<file path="src/rtl/motor_link_interlock_pkg.sv">
// Shared motor-control definitions for the GBT RX side of the application.
// Holds the clock/reset bundle, link state encoding and interlock constants.
package MCPkg;

    typedef struct packed {
        logic clk;
        logic reset;
    } ckrs_t;

    typedef enum logic [1:0] {
        SAFE   = 2'd0,
        ARMING = 2'd1,
        ACTIVE = 2'd2,
        FAULT  = 2'd3
    } link_state_t;

    localparam logic [31:0] GEFE_INTERLOCK  = 32'h6EFE_C10D;
    localparam int unsigned MOTOR_CTRL_BITS = 4;
    localparam logic [MOTOR_CTRL_BITS-1:0] MOTOR_SAFE_WORD = '1;

endpackage

</file>
<file path="src/rtl/motor_link_interlock_frame_watchdog.sv">
// Counts enabled frames without a kick; expired_o flags the frame that reaches G_TIMEOUT.
// expired_o is combinational so the owner can act on the same edge.
module frame_watchdog
    import MCPkg::*;
#(
    parameter int unsigned G_TIMEOUT = 4000
) (
    input  ckrs_t ClkRs_ix,
    input  logic  enable_i,
    input  logic  clear_i,
    input  logic  kick_i,
    output logic  expired_o
);

    localparam int unsigned CNT_W = $clog2(G_TIMEOUT + 1);
    localparam logic [CNT_W-1:0] LAST = CNT_W'(G_TIMEOUT - 1);

    logic             clk;
    logic             rst;
    logic [CNT_W-1:0] cnt_r;

    assign clk = ClkRs_ix.clk;
    assign rst = ClkRs_ix.reset;

    assign expired_o = enable_i && !clear_i && !kick_i && (cnt_r == LAST);

    always_ff @(posedge clk or posedge rst) begin
        if (rst) begin
            cnt_r <= '0;
        end else if (clear_i) begin
            cnt_r <= '0;
        end else if (enable_i) begin
            // Restart on expiry so the counter can never wrap.
            if (kick_i || expired_o)
                cnt_r <= '0;
            else
                cnt_r <= cnt_r + CNT_W'(1);
        end
    end

endmodule

</file>
<file path="src/rtl/motor_link_interlock.sv">
// Gates GBT-received motor control words onto the driver pins behind a loop-closed
// interlock and a frame watchdog; any link loss forces safe words until re-armed.
module motor_link_interlock
    import MCPkg::*;
#(
    parameter int unsigned G_MOTORS         = 16,
    parameter int unsigned G_CTRL_BITS      = MOTOR_CTRL_BITS,
    parameter logic [G_CTRL_BITS-1:0] G_SAFE_WORD = '1,
    parameter logic [31:0] G_INTERLOCK_KEY  = GEFE_INTERLOCK,
    parameter int unsigned G_ARM_FRAMES     = 8,
    parameter int unsigned G_TIMEOUT_FRAMES = 4000
) (
    input  ckrs_t                             ClkRs_ix,
    input  logic                              enable_i,
    input  logic                              data_valid_i,
    input  logic [31:0]                       feedback_ib32,
    input  logic [G_MOTORS*G_CTRL_BITS-1:0]   ctrl_ib,
    input  logic [G_MOTORS-1:0]               motor_mask_ib,
    input  logic                              rearm_i,
    output logic [G_MOTORS*G_CTRL_BITS-1:0]   ctrl_ob,
    output logic [1:0]                        state_ob,
    output logic                              active_o,
    output logic                              fault_o,
    output logic [15:0]                       drop_count_ob
);

    localparam int unsigned W     = G_MOTORS * G_CTRL_BITS;
    localparam int unsigned ARM_W = $clog2(G_ARM_FRAMES + 1);
    localparam logic [ARM_W-1:0] ARM_LAST = ARM_W'(G_ARM_FRAMES - 1);
    localparam logic [W-1:0] SAFE_VEC = {G_MOTORS{G_SAFE_WORD}};

    logic             clk;
    logic             rst;
    logic             match;
    logic             wd_clear;
    logic             wd_expired;
    link_state_t      state_r;
    link_state_t      state_nxt;
    logic [ARM_W-1:0] arm_r;
    logic [ARM_W-1:0] arm_nxt;
    logic [W-1:0]     cap_r;
    logic [W-1:0]     cap_nxt;
    logic [W-1:0]     ctrl_r;
    logic [W-1:0]     ctrl_nxt;
    logic             drop_inc;
    logic [15:0]      drop_cnt_r;
    logic             active_r;
    logic             fault_r;

    assign clk   = ClkRs_ix.clk;
    assign rst   = ClkRs_ix.reset;
    assign match = (feedback_ib32 == G_INTERLOCK_KEY);

    // Watchdog sits at zero outside ACTIVE, so entering ACTIVE always starts it fresh.
    assign wd_clear = (state_r != ACTIVE);

    frame_watchdog #(
        .G_TIMEOUT (G_TIMEOUT_FRAMES)
    ) u_frame_watchdog (
        .ClkRs_ix  (ClkRs_ix),
        .enable_i  (enable_i),
        .clear_i   (wd_clear),
        .kick_i    (data_valid_i),
        .expired_o (wd_expired)
    );

    always_comb begin
        state_nxt = state_r;
        arm_nxt   = arm_r;
        cap_nxt   = cap_r;
        drop_inc  = 1'b0;
        case (state_r)
            SAFE: begin
                if (enable_i && match) begin
                    if (G_ARM_FRAMES == 1) begin
                        state_nxt = ACTIVE;
                        cap_nxt   = SAFE_VEC;
                    end else begin
                        state_nxt = ARMING;
                        arm_nxt   = ARM_W'(1);
                    end
                end
            end
            ARMING: begin
                if (enable_i) begin
                    if (!match) begin
                        state_nxt = SAFE;
                        arm_nxt   = '0;
                    end else if (arm_r == ARM_LAST) begin
                        state_nxt = ACTIVE;
                        arm_nxt   = '0;
                        cap_nxt   = SAFE_VEC;
                    end else begin
                        arm_nxt = arm_r + ARM_W'(1);
                    end
                end
            end
            ACTIVE: begin
                if (enable_i) begin
                    if (!match) begin
                        state_nxt = FAULT;
                        drop_inc  = 1'b1;
                    end else if (data_valid_i) begin
                        cap_nxt = ctrl_ib;
                    end else if (wd_expired) begin
                        state_nxt = FAULT;
                        drop_inc  = 1'b1;
                    end
                end
            end
            FAULT: begin
                if (rearm_i)
                    state_nxt = SAFE;
            end
            default: state_nxt = SAFE;
        endcase
    end

    always_comb begin
        ctrl_nxt = SAFE_VEC;
        for (int unsigned m = 0; m < G_MOTORS; m++) begin
            if (state_nxt == ACTIVE && motor_mask_ib[m])
                ctrl_nxt[m*G_CTRL_BITS +: G_CTRL_BITS] = cap_nxt[m*G_CTRL_BITS +: G_CTRL_BITS];
        end
    end

    always_ff @(posedge clk or posedge rst) begin
        if (rst) begin
            state_r    <= SAFE;
            arm_r      <= '0;
            cap_r      <= SAFE_VEC;
            ctrl_r     <= SAFE_VEC;
            drop_cnt_r <= '0;
            active_r   <= 1'b0;
            fault_r    <= 1'b0;
        end else begin
            state_r  <= state_nxt;
            arm_r    <= arm_nxt;
            cap_r    <= cap_nxt;
            ctrl_r   <= ctrl_nxt;
            active_r <= (state_nxt == ACTIVE);
            fault_r  <= (state_nxt == FAULT);
            if (drop_inc && (drop_cnt_r != '1))
                drop_cnt_r <= drop_cnt_r + 16'd1;
        end
    end

    assign ctrl_ob       = ctrl_r;
    assign state_ob      = state_r;
    assign active_o      = active_r;
    assign fault_o       = fault_r;
    assign drop_count_ob = drop_cnt_r;

endmodule

</file>
<file path="config.mk">
export PLATFORM = sky130hd
export DESIGN_NAME = motor_link_interlock
export DESIGN_NICKNAME = d
export VERILOG_FILES = /design/src/rtl/motor_link_interlock_pkg.sv /design/src/rtl/motor_link_interlock_frame_watchdog.sv /design/src/rtl/motor_link_interlock.sv
export SDC_FILE = /design/constraint.sdc
export NUM_CORES = 1
export LEC_CHECK = 0
export CAP_MARGIN = 20
export CORE_ASPECT_RATIO = 0.6
export CORE_UTILIZATION = 51
export CTS_BUF_LIST = sky130_fd_sc_hd__clkbuf_16
export DETAILED_ROUTE_END_ITERATION = 8
export PLACE_DENSITY = 0.85
export SLEW_MARGIN = 20
export SYNTH_ARGS = -nofsm -noshare
export SYNTH_HDL_FRONTEND = slang
export SYNTH_SLANG_ARGS = --single-unit
</file>
<file path="constraint.sdc">
create_clock -name ClkRs_ix -period 4.12 [get_ports ClkRs_ix]
set_input_delay 0.824 -clock ClkRs_ix [delete_from_list [all_inputs] [get_ports ClkRs_ix]]
set_output_delay 0.824 -clock ClkRs_ix [all_outputs]
set_load 0.01 [all_outputs]
</file>
==> impl_metrics.ini <==
[worst_setup_path]
ff2ff_setup_slack_ns = 0.80
rr_worst_depth = 9
arrival_ns = 3.69
crit_required_ns = 4.45
r2r_end = ctrl_ob[1]
crit_start = feedback_ib32[28]
critPathLaunchType = input port
path_max_fanout = 36
end_kind = flip-flop
reg2reg_from = state_ob[0]
worstSetupEndpoint = ctrl_ob[35]
path_class = in2reg

[final_layout]
finalCoreUtilization_pct = 89.6
syn_to_final_growth_pct = 69.8
n_antenna_cell = 0
final_cells = 1144
final_nets = 1071
post_route_cells_drive_above_1_share_pct = 38.3

[floorplanning]
ios = 201
fp.dieH_um = 91.6
die_w_um = 151
core_um2 = 12900
rows = 32
start_util_pct = 52.7
dieArea_um2 = 13900

[placed_design]
dp.cells = 917
io_buffers = 199
dp_slack_ns = 0.0797
gp_congestion = 0.876
place_hpwl_um = 12300

[timing]
rsz0062_at_grt = false
max_freq_ghz = 0.297
drv_slew = 0
worst_slack_ns = 0.756
period_share_pct = 81.7
fin_setup_tns_ns = 0
worst_pin_slew_ns = 0.879
fin_crit_ns = 3.36
skew_ns = 0.0197
slew_headroom_pct = 41.3
setup-violations-final = 0
hold_viol_final = 0

[grt]
grt_start_max_net_pins = 66
grt_usage_pct = 41.2
antenna_found_initial = 0
overflow = 0
grt_pass1_wl_um = 40800
grt_pass1_vias = 8405

[logic_synthesis]
avgSynthCellArea_um2 = 11.8
synth_edf_count = 0
ys_seq_area_share_pct = 62.5
synthFlopType = dfstp_2
ys_seq_elements = 164
yosysUniqueCellTypes = 55
syn_nets = 705
synth_area_um2 = 6820
async_reset_ff_share_pct = 100
netlist_instances = 580
ys_warn_count = 0

[detailed_routing]
drtAntennaViolNets = 0
routedWlPerCell_um = 23.1
drtPass1Iterations = 6
drt_iter0_markers = 723
wl_um = 26400
viasPerCell = 6.14
drc_errors = 0
via_count = 7029

[power_and_ir_drop]
ir_worst_vdd_v = 0.000523
power_uw = 7820
power_density_nw_per_um2 = 676
p_leak_uw = 0.00433

[clock_tree]
cts_tree = built
path_clk_slew_ns = 0.08
clk_latency_ns = 0.44
cts_resized = 0
postCtsHoldBufs = 0
post-cts-setup-buffers = 0

[run]
drv_cap = 0

[min_path]
hp-class = reg2reg

[status]
status = finished clean
-- where the power goes --
part | internal (µW) | total [µW] | leakage (µW) | switching, µW
clock | 2360 | 5870 | 0.000671 | 3510
sequential | 1800 | 1800 | 0.00183 | 0.800
combinational | 106 | 154 | 0.00183 | 47.8
-- worst max-delay path, stage by stage --
cell and delay [ns]:
clkdlybuf4s50_1 0.43, nand4bb_1 0.21, or4_4 0.58, nor2_1 0.47, a21oi_4 0.35, buf_12 0.29, a22oi_1 0.33, nand4_1 0.20
-- metrics by stage --
step	hold slack [ns]	area (µm²)
2_1_floorplan	0.460	6820
3_3_place_gp	0.482	8950
4_1_cts	0.521	11600
3_5_place_dp	0.480	8950
6_report	0.520	11600
5_1_grt	0.540	11600
-- flip-flops by register name (all words and copies together), names as in the netlist --
| signal | flops |
|---|---|
| u_frame_watchdog.cnt_r | 12 |
| active_o | 1 |
| cap_r | 64 |
| state_ob | 2 |
| arm_r | 4 |
| drop_count_ob | 16 |
| fault_o | 1 |
| ctrl_ob | 64 |
-- layout make-up --
type                            count  area, µm²
Timing Repair Buffer              206       2090
Multi-Input combinational cell    369       2350
Clock inverter                    194       1780
Sequential cell                   164       4260
Clock buffer                       34        851
Tap cell                          170        213
Inverter                            7       26.3
Fill cell                         495       1350
-- synthesized netlist by cell type (9+ instances only) --
| library cell | count | share of area, % |
|---|---|---|
| dfrtp_1 | 36 | 13 |
| nand2_1 | 87 | 4.8 |
| a22oi_1 | 63 | 6.9 |
| nor2_1 | 21 | 1.2 |
| buf_2 | 9 | 0.66 |
| xnor2_1 | 11 | 1.4 |
| o21ai_0 | 15 | 1.1 |
| nand4_1 | 74 | 6.8 |
| dfstp_2 | 128 | 49 |
| nand3_1 | 11 | 0.81 |
| clkbuf_1 | 24 | 1.3 |
-- worst min path at each step --
| stage | startpoint | end | slack [ns] | cells past startpoint |
|---|---|---|---|---|
| 2_1_floorplan | u_frame_watchdog.cnt_r[3] | u_frame_watchdog.cnt_r[3] | 0.46 | 1 |
| 3_3_place_gp | u_frame_watchdog.cnt_r[3] | u_frame_watchdog.cnt_r[3] | 0.48 | 1 |
| 3_5_place_dp | drop_count_ob[15] | drop_count_ob[15] | 0.48 | 1 |
| 4_1_cts | cap_r[62] | ctrl_ob[62] | 0.52 | 2 |
| 5_1_grt | drop_count_ob[15] | drop_count_ob[15] | 0.54 | 1 |
| 6_report | cap_r[62] | ctrl_ob[62] | 0.52 | 2 |
-- metal layers --
metal	vias up	GRT usage (%)	routed length, µm
met2	574	59.6	13000
met3	135	25.3	2790
met1	3433	41.6	9540
li1	2887	-	-
met4	0	35.6	1090
met5	-	0	0
-- kinds of logic after synthesis --
kind of cell             synth area share (%)
AND/OR/NAND/NOR                          18.9
flip-flops                               62.5
multiplexers                            0.477
XOR/XNOR                                 2.18
AO/OA/AOI/OAI                            11.1
adder cells (fa/ha/maj)                  1.47
buffers and inverters                    3.41
-- cells in the final DEF, fill, tap and decap left out, drive strengths merged, types with 7 or more instances in the layout --
cell	Yosys	layout
nor3	8	8
xnor2	11	11
dfstp	128	128
inv	8	18
o21ai	15	15
ha	8	8
nor2	21	21
nand3	11	11
nand2	87	87
a22oi	63	63
dfrtp	36	36
buf	15	7
clkinvlp	0	166
clkbuf	24	34
clkdlybuf4s50	0	199
clkinv	0	16
nand4	74	74
(Power assumes the default switching activity.)
